--- config.mk ---
export PLATFORM = sky130hd
export DESIGN_NAME = multdiv_unit
export DESIGN_NICKNAME = d
export VERILOG_FILES = /design/src/rtl/multdiv_unit.sv
export SDC_FILE = /design/constraint.sdc
export NUM_CORES = 1
export LEC_CHECK = 0
export CORE_AREA = 2 2 179 181
export CTS_CLUSTER_DIAMETER = 120
export CTS_CLUSTER_SIZE = 10
export DETAILED_ROUTE_END_ITERATION = 16
export DIE_AREA = 0 0 181 183
export DONT_BUFFER_PORTS = 1
export GPL_ROUTABILITY_DRIVEN = 0
export PLACE_DENSITY = 0.75
export SKIP_LAST_GASP = 1
export SYNTH_ARGS = -nofsm -noshare
export SYNTH_HDL_FRONTEND = slang
export SYNTH_SLANG_ARGS = --single-unit
--- constraint.sdc ---
create_clock -name clock -period 8 [get_ports clock]
set_clock_uncertainty 0.15 [all_clocks]
set_input_delay 0.4 -clock clock [delete_from_list [all_inputs] [get_ports clock]]
set_output_delay 0.4 -clock clock [all_outputs]
set_load 0.05 [all_outputs]
--- src/rtl/multdiv_unit.sv ---
// Multi-cycle signed 32-bit multiply/divide unit beside the execute stage.
// Radix-4 Booth multiply (16 iterations), non-restoring divide (32 iterations).
module multdiv_unit (
    input  logic        clock,
    input  logic        reset,
    input  logic [31:0] data_operandA,
    input  logic [31:0] data_operandB,
    input  logic        ctrl_MULT,
    input  logic        ctrl_DIV,
    output logic [31:0] data_result,
    output logic        data_exception,
    output logic        data_resultRDY,
    output logic        busy
);

    typedef enum logic [1:0] {S_IDLE, S_MULT, S_DIV, S_DONE} state_t;

    state_t      state, state_nxt;
    logic [4:0]  cnt;
    logic [31:0] mcand;
    logic [65:0] prod, prod_nxt;
    logic [33:0] booth_add, acc_sum;
    logic [32:0] prod_hi;
    logic [33:0] rem, rem_sh, rem_nxt;
    logic [31:0] quo, quo_nxt, dvsr;
    logic        qsign;
    logic        accept;
    logic        div_zero;
    logic [31:0] abs_a, abs_b;

    assign accept   = (state == S_IDLE) || (state == S_DONE);
    assign div_zero = (data_operandB == 32'd0);
    assign abs_a    = data_operandA[31] ? (32'd0 - data_operandA) : data_operandA;
    assign abs_b    = data_operandB[31] ? (32'd0 - data_operandB) : data_operandB;

    // Product register layout: {acc[32:0], multiplier[31:0], booth_extra_bit}.
    always_comb begin
        booth_add = 34'd0;
        case (prod[2:0])
            3'b001, 3'b010: booth_add = {{2{mcand[31]}}, mcand};
            3'b011:         booth_add = {mcand[31], mcand, 1'b0};
            3'b100:         booth_add = 34'd0 - {mcand[31], mcand, 1'b0};
            3'b101, 3'b110: booth_add = 34'd0 - {{2{mcand[31]}}, mcand};
            default:        booth_add = 34'd0;
        endcase
        acc_sum  = {prod[65], prod[65:33]} + booth_add;
        prod_nxt = {acc_sum[33], acc_sum, prod[32:2]};
    end

    // The 64-bit product ends up in prod[64:1]; overflow if bits 63..31 disagree.
    assign prod_hi = prod_nxt[64:32];

    always_comb begin
        rem_sh  = {rem[32:0], quo[31]};
        rem_nxt = rem[33] ? (rem_sh + {2'b00, dvsr}) : (rem_sh - {2'b00, dvsr});
        quo_nxt = {quo[30:0], ~rem_nxt[33]};
    end

    always_ff @(posedge clock or negedge reset) begin
        if (!reset) state <= S_IDLE;
        else        state <= state_nxt;
    end

    always_comb begin
        state_nxt = state;
        case (state)
            S_IDLE, S_DONE: begin
                if (ctrl_MULT)     state_nxt = S_MULT;
                else if (ctrl_DIV) state_nxt = div_zero ? S_DONE : S_DIV;
                else               state_nxt = S_IDLE;
            end
            S_MULT:  if (cnt == 5'd15) state_nxt = S_DONE;
            S_DIV:   if (cnt == 5'd31) state_nxt = S_DONE;
            default: state_nxt = S_IDLE;
        endcase
    end

    always_comb begin
        busy           = (state == S_MULT) || (state == S_DIV);
        data_resultRDY = (state == S_DONE);
    end

    always_ff @(posedge clock or negedge reset) begin
        if (!reset) begin
            cnt            <= 5'd0;
            mcand          <= 32'd0;
            prod           <= 66'd0;
            rem            <= 34'd0;
            quo            <= 32'd0;
            dvsr           <= 32'd0;
            qsign          <= 1'b0;
            data_result    <= 32'd0;
            data_exception <= 1'b0;
        end else begin
            case (state)
                S_IDLE, S_DONE: begin
                    if (ctrl_MULT) begin
                        mcand <= data_operandA;
                        prod  <= {33'd0, data_operandB, 1'b0};
                        cnt   <= 5'd0;
                    end else if (ctrl_DIV) begin
                        if (div_zero) begin
                            data_result    <= 32'd0;
                            data_exception <= 1'b1;
                        end else begin
                            quo   <= abs_a;
                            dvsr  <= abs_b;
                            rem   <= 34'd0;
                            qsign <= data_operandA[31] ^ data_operandB[31];
                            cnt   <= 5'd0;
                        end
                    end
                end
                S_MULT: begin
                    prod <= prod_nxt;
                    cnt  <= cnt + 5'd1;
                    if (cnt == 5'd15) begin
                        data_result    <= prod_nxt[32:1];
                        data_exception <= !((prod_hi == '0) || (prod_hi == '1));
                    end
                end
                S_DIV: begin
                    rem <= rem_nxt;
                    quo <= quo_nxt;
                    cnt <= cnt + 5'd1;
                    // A positive quotient with bit 31 set only arises from 0x80000000 / -1.
                    if (cnt == 5'd31) begin
                        data_result    <= qsign ? (32'd0 - quo_nxt) : quo_nxt;
                        data_exception <= ~qsign & quo_nxt[31];
                    end
                end
                default: ;
            endcase
        end
    end

endmodule

==> out/metrics.csv <==
metric,value,unit
fin_setup_tns,0,ps
io_pins,103,
clock_latency,550,ps
p_int,4.91,mW
htreeDepth,1,
drt_iter0_drc,1908,
critPathLaunch,mcand[0]$_DFFE_PN0P_,
netlist_area,0.0184,mm^2
crit_path_start_kind,flop,
cts_setup_buffers,0,
max_slew_margin,0.137,
maxSlewViolCount,0,
synth_top_family_by_area,compound AO/OA/AOI/OAI gates,
max_stage_delay,560,ps
tightest_slew,1300,ps
status,finished clean,
synthFlopType,dfrtp_1,
synth_seq_area_share,0.320,
grt_overflow,0,
wl,57100,um
grt_pass1_vias,16600,
synth-compound-area-share,0.234,
grt_max_degree,237,
fp.dieH,183,um
hold_viol,0,
crit_slowest_cell,ha_1,
syn2layout_area_growth,8.51,%
hp-class,input port to flop,
critPathRequiredTime,8260,ps
power.share.sequential,0.253,
synth_edf_count,0,
cts-root-buf,clkbuf_16,
synth-seq-cells,236,
num_vias,17500,
hpwl,39400,um
via_per_inst,6.61,
cap_violations,0,
grt_pass1_wl,91300,um
core-area,0.0312,mm^2
synth_area_per_cell,8.09,um^2
wl_per_cell,21.5,um
crit_chain,inv_1 > ha_1 > or3b_1 > or2_2 > or3_1 > nor3_1 > nand2_1 > or3_1 > xor2_1 > a221oi_1 > a31oi_1 > ha_1 > nand4_1 > or3_1 > o31ai_1 > xnor2_1 > nor4bb_1 > and4_1 > and4_1 > a21o_1 > o211ai_1,
drt_first_pass_iters,7,
fin_nets,2399,
start_util,0.590,
syn-num-nets,2424,
vdd.ir_drop.worst,362,uV
utilization,0.640,
synthAdderAreaFrac,0.0544,
fillers,2685,
worstPathArrival,6910,ps
syn_inst,2277,
pwr-share-comb,0.640,
ant_nets,0,
max_freq,0.150,GHz
rsz0062_at_grt,no,
path_clk_slew,70,ps
path_class,flop to flop,
p_leak,8.72,nW
synth.distinct_cells,81,
drive_gt1_frac,0.0493,
yosys.area_share.simple,0.202,
min_from,data_operandB[6],
powerDensity,519,mW/mm^2
design_area,0.0200,mm^2
cts_sinks,236,
dpl_cell_area,0.0185,mm^2
setup_violations,0,
crit_family,simple AND/OR/NAND/NOR gates,
synth-async-reset-ratio,1.00,
switchingPower,5.48,mW
cpMostUsedCell,or3_1,
rows,65,
antenna_found_initial,1,
portBuffers,0,
route.detailed.drc,0,
regToRegStartpoint,mcand[0]$_DFFE_PN0P_,
end_kind,flop,
cp_num_buf_inv,1,
die_w,181,um
p_clk_frac,0.107,
fin_crit_sh,0.831,
synthXorXnorAreaFrac,0.0936,
cts_buffer_depth,3,
switching_share,0.527,
yosys_warnings,0,
numCtsBuffers,27,
synth_mux_area_frac,0.0530,
cts_tree,built,
grtUsageTotal,0.342,
worstPathMaxFanout,13,
die-area,0.0331,mm^2
fin_crit,6650,ps
==> path summary, 6_finish.rpt <==
check | end | depth (start not counted) | slack (ps)
min in group asynchronous | rem[9]$_DFFE_PN0P_ | 2 | 470
max in group asynchronous | quo[23]$_DFFE_PN0P_ | 2 | 6200
worst max register to register | data_exception$_DFFE_PN0P_ | 21 | 1350
worst min-delay path | dvsr[8]$_DFFE_PN0P_ | 3 | 10
worst max-delay path | data_exception$_DFFE_PN0P_ | 21 | 1350
worst min register to register | rem[14]$_DFFE_PN0P_ | 2 | 340
==> placed cells by master, fill, tap and decap left out, types with 12 or more instances in the layout <==
master / instances
nand2_1: 334
dfrtp_1: 236
o21ai_0: 227
nor2_1: 154
a21oi_1: 146
xor2_1: 120
xnor2_1: 77
ha_1: 75
dlygate4sd3_1: 71
inv_1: 56
mux2i_1: 56
nor3_1: 52
o31ai_1: 51
a21o_1: 40
mux2_2: 37
nand3_1: 35
a31oi_1: 31
a22o_1: 30
and3_1: 29
or3_1: 28
clkbuf_16: 27
a22oi_1: 26
nor4_1: 23
nand2b_1: 21
a211oi_1: 20
buf_4: 18
nand4_1: 17
a221oi_1: 17
or4_1: 16
o41ai_1: 16
or2_2: 12
==> through the flow <==
stage | cells | hold slack, ps | power [mW] | setup slack, ps
floorplan | 2277 | -45.6 | 7.47 | 1900
CTS | 2653 | 1.64 | 10.2 | 1470
global route | 2655 | 19.3 | 11.2 | 716
detailed placement | 2553 | -30.1 | 9.00 | 1480
global placement | 2553 | -28.7 | 8.82 | 1640
finish | 2656 | 13.7 | 10.4 | 1350
==> power by group through the flow <==
stage          combinational [mW]  clock, mW  sequential, mW
2_1_floorplan                5.23          0            2.24
3_3_place_gp                 6.24          0            2.59
3_5_place_dp                 6.40          0            2.61
4_1_cts                      6.49       1.12            2.60
5_1_grt                      7.33       1.17            2.69
6_report                     6.65       1.11            2.63
==> cells in the mapped netlist (37+ instances only) <==
master	number	area, um^2
nor2_1	154	578
inv_1	56	210
xor2_1	120	1050
o21ai_0	227	1140
a21o_1	40	300
mux2i_1	56	561
ha_1	77	963
xnor2_1	77	674
mux2_2	37	417
nor3_1	53	265
nand2_1	334	1250
dfrtp_1	236	5910
a21oi_1	147	736
clkbuf_1	123	462
o31ai_1	51	383
==> logic make-up after synthesis <==
| group | after synthesis |
|---|---|
| simple gates | 786 |
| buf+inv | 201 |
| fa+ha+maj | 79 |
| mux | 93 |
| xor+xnor | 197 |
| compound gates | 685 |
| flops | 236 |
==> layout make-up <==
cell class / count / area [um^2] / share of cell area
Tap cell: 402 / 503 / 0.0251
Sequential cell: 236 / 5910 / 0.295
Multi-Input combinational cell: 1840 / 11800 / 0.590
Clock buffer: 27 / 676 / 0.0338
Clock inverter: 1 / 30.0 / 0.00150
Antenna cell: 3 / 7.51 / 0.000375
Inverter: 57 / 214 / 0.0107
Timing Repair Buffer: 90 / 873 / 0.0437
==> registers in the layout, indices dropped and copies added (netlist names) <==
signal / flops
rem: 34
cnt: 5
mcand: 32
state: 2
qsign: 1
data_result: 32
prod: 65
dvsr: 32
quo: 32
data_exception: 1
==> worst register-to-register path: stages, from the launching register on <==
cell,delay [ps]
dfrtp_1,440
inv_1,110
ha_1,200
or3b_1,450
or2_2,320
or3_1,380
nor3_1,380
nand2_1,170
or3_1,390
xor2_1,160
a221oi_1,270
a31oi_1,70
ha_1,560
nand4_1,270
or3_1,370
o31ai_1,560
xnor2_1,260
nor4bb_1,390
and4_1,240
and4_1,190
a21o_1,120
o211ai_1,80
==> routing by layer <==
metal / wire length, um / global-route usage
met1: 23000 / 0.448
met2: 25900 / 0.557
met3: 4920 / 0.0560
met4: 3170 / 0.166
met5: 0 / 0
==> what timing repair did <==
action,CTS,global route
endpoints found under the hold margin,335,0
resized for setup,0,0
hold buffers,72,0
Power figures use the tool's default switching activity.
